## src/rtl/i2c_target_regs.sv

```systemverilog
// I2C target exposing a small byte register file: pointer byte then
// auto-incrementing writes, and auto-incrementing reads. No clock stretching.
module i2c_target_regs #(
    parameter logic [6:0] TargetAddr = 7'h50,
    parameter int         NumRegs    = 16,
    localparam int        PtrW       = $clog2(NumRegs)
) (
    input  logic            clk_i,
    input  logic            rst_ni,
    input  logic            scl_i,
    input  logic            sda_i,
    output logic            sda_o,
    output logic            busy_o,
    output logic            wr_strobe_o,
    output logic [PtrW-1:0] wr_addr_o,
    output logic [7:0]      wr_data_o
);

    typedef enum logic [2:0] {
        ST_IDLE,
        ST_RX_BYTE,
        ST_RX_ACK,
        ST_TX_BYTE,
        ST_TX_ACK
    } state_e;

    logic r_scl_s1, r_scl_s2, r_scl_d;
    logic r_sda_s1, r_sda_s2, r_sda_d;

    state_e          r_state;
    logic [2:0]      r_bit_cnt;
    logic [7:0]      r_shift;
    logic [7:0]      r_tx;
    logic            r_addr_phase;
    logic            r_ptr_phase;
    logic            r_ack_phase;
    logic            r_rw;
    logic [PtrW-1:0] r_ptr;
    logic [7:0]      r_regs [NumRegs];
    logic            r_sda_o;
    logic            r_busy;
    logic            r_wr_strobe;
    logic [PtrW-1:0] r_wr_addr;
    logic [7:0]      r_wr_data;

    logic       w_scl_rise, w_scl_fall, w_start, w_stop;
    logic [7:0] w_byte;

    // NOTE: sequential state uses non-blocking assignments so every flop samples
    // the pre-edge value of its neighbours, independent of statement order.
    always_ff @(posedge clk_i or negedge rst_ni) begin
        if (!rst_ni) begin
            r_scl_s1 <= 1'b1;
            r_scl_s2 <= 1'b1;
            r_scl_d  <= 1'b1;
            r_sda_s1 <= 1'b1;
            r_sda_s2 <= 1'b1;
            r_sda_d  <= 1'b1;
        end else begin
            r_scl_s1 <= scl_i;
            r_scl_s2 <= r_scl_s1;
            r_scl_d  <= r_scl_s2;
            r_sda_s1 <= sda_i;
            r_sda_s2 <= r_sda_s1;
            r_sda_d  <= r_sda_s2;
        end
    end

    assign w_scl_rise = r_scl_s2 & ~r_scl_d;
    assign w_scl_fall = ~r_scl_s2 & r_scl_d;
    assign w_start    = r_scl_s2 & r_scl_d & r_sda_d & ~r_sda_s2;
    assign w_stop     = r_scl_s2 & r_scl_d & ~r_sda_d & r_sda_s2;
    assign w_byte     = {r_shift[6:0], r_sda_s2};

    always_ff @(posedge clk_i or negedge rst_ni) begin
        if (!rst_ni) begin
            r_state      <= ST_IDLE;
            r_bit_cnt    <= 3'd0;
            r_shift      <= 8'h00;
            r_tx         <= 8'h00;
            r_addr_phase <= 1'b0;
            r_ptr_phase  <= 1'b0;
            r_ack_phase  <= 1'b0;
            r_rw         <= 1'b0;
            r_ptr        <= '0;
            r_sda_o      <= 1'b1;
            r_busy       <= 1'b0;
            r_wr_strobe  <= 1'b0;
            r_wr_addr    <= '0;
            r_wr_data    <= 8'h00;
            // NOTE: the register file is reset because its power-up contents are
            // architecturally visible (each register starts at its own index).
            for (int i = 0; i < NumRegs; i++) begin
                r_regs[i] <= 8'(i);
            end
        end else begin
            r_wr_strobe <= 1'b0;
            if (w_stop) begin
                r_state      <= ST_IDLE;
                r_sda_o      <= 1'b1;
                r_busy       <= 1'b0;
                r_addr_phase <= 1'b0;
                r_ptr_phase  <= 1'b0;
            end else if (w_start) begin
                r_state      <= ST_RX_BYTE;
                r_addr_phase <= 1'b1;
                r_ptr_phase  <= 1'b0;
                r_bit_cnt    <= 3'd0;
                r_sda_o      <= 1'b1;
                r_busy       <= 1'b0;
            end else begin
                case (r_state)
                    ST_IDLE: ;
                    ST_RX_BYTE: begin
                        if (w_scl_rise) begin
                            r_shift   <= w_byte;
                            r_bit_cnt <= r_bit_cnt + 3'd1;
                            if (r_bit_cnt == 3'd7) begin
                                r_ack_phase <= 1'b0;
                                if (!r_addr_phase) begin
                                    r_state <= ST_RX_ACK;
                                end else if (w_byte[7:1] == TargetAddr) begin
                                    r_state <= ST_RX_ACK;
                                    r_busy  <= 1'b1;
                                    r_rw    <= w_byte[0];
                                end else begin
                                    r_state      <= ST_IDLE;
                                    r_addr_phase <= 1'b0;
                                end
                            end
                        end
                    end
                    // First falling edge starts the ACK (and commits the byte); second ends it.
                    ST_RX_ACK: begin
                        if (w_scl_fall && !r_ack_phase) begin
                            r_ack_phase <= 1'b1;
                            r_sda_o     <= 1'b0;
                            if (!r_addr_phase && r_ptr_phase) begin
                                r_ptr       <= r_shift[PtrW-1:0];
                                r_ptr_phase <= 1'b0;
                            end else if (!r_addr_phase) begin
                                r_regs[r_ptr] <= r_shift;
                                r_wr_strobe   <= 1'b1;
                                r_wr_addr     <= r_ptr;
                                r_wr_data     <= r_shift;
                                r_ptr         <= r_ptr + 1'b1;
                            end
                        end else if (w_scl_fall) begin
                            r_bit_cnt    <= 3'd0;
                            r_addr_phase <= 1'b0;
                            if (r_addr_phase && r_rw) begin
                                r_state <= ST_TX_BYTE;
                                r_sda_o <= r_regs[r_ptr][7];
                                r_tx    <= {r_regs[r_ptr][6:0], 1'b0};
                            end else begin
                                r_state     <= ST_RX_BYTE;
                                r_ptr_phase <= r_addr_phase;
                                r_sda_o     <= 1'b1;
                            end
                        end
                    end
                    ST_TX_BYTE: begin
                        if (w_scl_fall) begin
                            if (r_bit_cnt == 3'd7) begin
                                r_state     <= ST_TX_ACK;
                                r_sda_o     <= 1'b1;
                                r_ack_phase <= 1'b0;
                            end else begin
                                r_sda_o   <= r_tx[7];
                                r_tx      <= {r_tx[6:0], 1'b0};
                                r_bit_cnt <= r_bit_cnt + 3'd1;
                            end
                        end
                    end
                    // Pointer advances on the controller's ACK; the next byte starts on the following fall.
                    ST_TX_ACK: begin
                        if (w_scl_rise) begin
                            if (r_sda_s2) begin
                                r_state <= ST_IDLE;
                                r_busy  <= 1'b0;
                                r_sda_o <= 1'b1;
                            end else begin
                                r_ptr       <= r_ptr + 1'b1;
                                r_ack_phase <= 1'b1;
                            end
                        end else if (w_scl_fall && r_ack_phase) begin
                            r_state   <= ST_TX_BYTE;
                            r_bit_cnt <= 3'd0;
                            r_sda_o   <= r_regs[r_ptr][7];
                            r_tx      <= {r_regs[r_ptr][6:0], 1'b0};
                        end
                    end
                    default: r_state <= ST_IDLE;
                endcase
            end
        end
    end

    assign sda_o       = r_sda_o;
    assign busy_o      = r_busy;
    assign wr_strobe_o = r_wr_strobe;
    assign wr_addr_o   = r_wr_addr;
    assign wr_data_o   = r_wr_data;

endmodule

```

## config.mk

```make
export PLATFORM = sky130hd
export DESIGN_NAME = i2c_target_regs
export DESIGN_NICKNAME = d
export VERILOG_FILES = /design/src/rtl/i2c_target_regs.sv
export SDC_FILE = /design/constraint.sdc
export NUM_CORES = 1
export LEC_CHECK = 0
export ABC_AREA = 1
export CAP_MARGIN = 40
export CORE_MARGIN = 5
export CORE_UTILIZATION = 53
export CTS_CLUSTER_DIAMETER = 100
export DETAILED_ROUTE_END_ITERATION = 10
export GPL_TIMING_DRIVEN = 0
export PLACE_DENSITY = 0.7
export SETUP_SLACK_MARGIN = 0.1
export SKIP_LAST_GASP = 1
export SYNTH_ARGS = -nofsm -noshare
export SYNTH_HDL_FRONTEND = slang
export SYNTH_SLANG_ARGS = --single-unit
```

## constraint.sdc

```tcl
create_clock -name clk_i -period 2.9 [get_ports clk_i]
set_input_delay 0.58 -clock clk_i [delete_from_list [all_inputs] [get_ports clk_i]]
set_output_delay 0.58 -clock clk_i [all_outputs]
set_load 0.005 [all_outputs]
```

==> out/metrics.yaml <==
cts_tree: "built"
post-route-util_pct: 60.4
finalHoldViolations: 0
drv_slew: 0
max_freq_mhz: 394
seq_area_frac_synth_pct: 52.6
syn_area_per_cell_sq_um: 8.55
critPathKind: "register to register"
p_leak_uw: 0.00439
r2r-start: "r_ptr[1]$_DFFE_PN0P_"
startpoint_type: "register"
max-slew-margin-rel_pct: 35.7
path_cells: "buf_2 -> inv_1 -> buf_2 -> clkbuf_1 -> o21ai_0 -> o22ai_1 -> nand2_1 -> nand4_1 -> nand3_1 -> nand2_1"
fin_area_sq_um: 9590
cts.htree.levels: 4
syn_inst: 1002
via_count: 7161
yosysWarningCount: 0
rrSetupSlack_ps: 360
io_pins: 19
cellPowerDensity_nw_per_um2: 573
synth_top_cell_area_share_pct: 40.6
io_buffers: 18
clock_path_buffers: 2
postCtsHoldBufs: 0
synth_edf_count: 0
cts_inserted_buffers: 17
reg2reg_to: "r_tx[1]$_DFFE_PN0P_"
drive_gt1_share_pct: 14.6
synthesis.nets: 1012
place.gp.congestion: 1.02
drc: 0
cts.clk_slew.worst_paths_ps: 70
clock_sinks: 178
synth_area_leader_cell: "dfrtp_1"
avgViaCountPerCell: 5.64
avgRoutedWirePerCell_um: 18.9
drtPass1Iterations: 7
finalSetupViolations: 0
die_area_sq_um: 18800
ys_top_cells_by_area: "dfrtp_1 41%, dfstp_2 12%, nand2_1 11%"
die-width_um: 137
hpwlAfterDp_um: 16400
die_h_um: 137
layout.nets: 1051
ir_worst_vdd_uv: 463
slowest_stage: "clkbuf_1"
grt_pass1_vias: 6891
crit_buf_inv: 4
tightest_slew_ps: 964
synthToLayoutAreaGrowth_pct: 12.0
end_kind: "register"
cp_data_arrival_time_ps: 2920
drtIter0Drc: 659
post-route-period-util_pct: 87.4
async_reset_ff_share_pct: 100
worstSkewPairLatency_ps: 450
critical-path-top-delay-family: "buffers and inverters"
core_sq_um: 15900
ant_nets: 0
start_util_pct: 53.9
clock-skew-final_ps: 8.74
synthFlopType: "dfrtp_1"
synth.distinct_cells: 36
grt_remaining_overflow: 0
worst_path_largest_cell_delay_ps: 530
grt_max_degree: 124
grt_pass1_wl_um: 38200
drv_cap: 0
crit_required_ps: 3280
rows: 46
reg2reg_depth: 10
place_area_sq_um: 9060
worstPathMaxFanout: 10
totalWireLength_um: 24000
synth-seq-cells: 178
syn-cell-area_sq_um: 8570
n_antenna_cell: 0
outcome: "finished clean"
cts-resized-gates: 0
period_needed_ps: 2540
worstHoldPathType: "input pin to asynchronous set/reset pin"
cts-root-buf: "clkbuf_16"
grtUsageTotal_pct: 27.1
antenna_found_initial: 0
nFillCells: 1476
rsz0062_at_grt: "false"
cts_setup_buffers: 0
-- through the flow --
stage | hold slack [ps] | std cells | total power [uW] | TNS (ps) | worst slack, ps
4_1_cts | 59.4 | 1270 | 5480 | 0 | 152
3_5_place_dp | 347 | 1238 | 3380 | 0 | 173
2_1_floorplan | 284 | 1002 | 3070 | 0 | 929
3_3_place_gp | 346 | 1236 | 3360 | -985990 | -6050
6_report | 33.6 | 1270 | 5490 | 0 | 364
5_1_grt | 76.8 | 1270 | 5680 | 0 | 291
-- registers in the layout, indices dropped and copies added (netlist names), 3 cells and up --
signal / cells
r_bit_cnt: 3
r_shift: 8
wr_data_o: 8
r_state: 3
r_tx: 7
r_ptr: 4
r_regs: 128
wr_addr_o: 4
-- power by group --
| part | leakage [uW] | switching, uW | internal (uW) |
|---|---|---|---|
| logic | 0.00179 | 555 | 211 |
| clock network | 0.000256 | 1030 | 1120 |
| registers | 0.00234 | 40.2 | 2540 |
-- cell usage in the layout, fill, tap and decap left out, types with 5 or more instances in the layout --
cell,n
nor2_1,100
clkdlybuf4s50_1,17
nand3_1,23
clkbuf_16,17
nand2_1,262
a21oi_1,12
o21ai_0,102
clkbuf_1,27
buf_2,13
nand4_1,10
o21ai_1,108
dfstp_2,39
clkinv_2,6
o21ai_2,20
buf_6,16
dfrtp_1,139
ha_1,6
nand2_4,12
nand3_4,5
inv_1,56
o22ai_1,24
-- synthesized netlist by cell type (4+ instances only) --
master    count
nand2_1     262
dfrtp_1     139
o21ai_1     108
o21ai_0     102
nor2_1      100
inv_1        56
dfstp_2      39
clkbuf_1     26
o22ai_1      24
nand3_1      23
o21ai_2      20
buf_6        15
buf_2        13
a21oi_1      12
nand2_4      12
nand4_1      10
ha_1          6
nand3_4       5
nor3_1        4
-- cells by family (layout without fill, tap and decap cells) --
family	after synthesis	in the layout	share of synthesized area, %
and+or+nand+nor	426	426	22.2
DFF	178	178	52.6
AOI/OAI and AO/OA	273	273	17.4
adders and majority gates	6	6	0.876
buffers and inverters	119	171	6.92
-- how the worst max path moves through the flow --
| stage | from | endpoint | slack [ps] | cells after the start |
|---|---|---|---|---|
| floorplan | r_ptr[1]$_DFFE_PN0P_ | r_regs[86]$_DFFE_PN0P_ | 930 | 11 |
| global placement | rst_ni | r_regs[62]$_DFFE_PN0P_ | -6050 | 1 |
| detailed placement | r_ptr[1]$_DFFE_PN0P_ | r_regs[118]$_DFFE_PN0P_ | 170 | 11 |
| CTS | r_ptr[1]$_DFFE_PN0P_ | r_regs[118]$_DFFE_PN0P_ | 150 | 11 |
| global route | r_ptr[1]$_DFFE_PN0P_ | r_regs[118]$_DFFE_PN0P_ | 290 | 11 |
| finish | r_ptr[1]$_DFFE_PN0P_ | r_tx[1]$_DFFE_PN0P_ | 360 | 10 |
-- layer usage --
metal	track usage [%]	wire (um)	share of wire (%)	vias to the layer above
met3	5.77	1740	7.3	59
met4	11.3	786	3.3	0
met2	41.6	10900	45	266
met1	37.5	10600	44	3441
li1	-	-	-	3395
met5	0	0	0	-
-- cell type report --
class / instances / area, sq um / share of cell area [%]
clock inverters: 12 / 82.6 / 0.861
plain buffers: 58 / 359 / 3.74
flip-flops and latches: 178 / 4500 / 46.9
repair buffers: 20 / 224 / 2.33
multi-input cells: 705 / 3470 / 36.2
inverters: 61 / 235 / 2.45
well taps: 216 / 270 / 2.82
clock buffers: 20 / 447 / 4.66
Power figures use the tool's default switching activity.
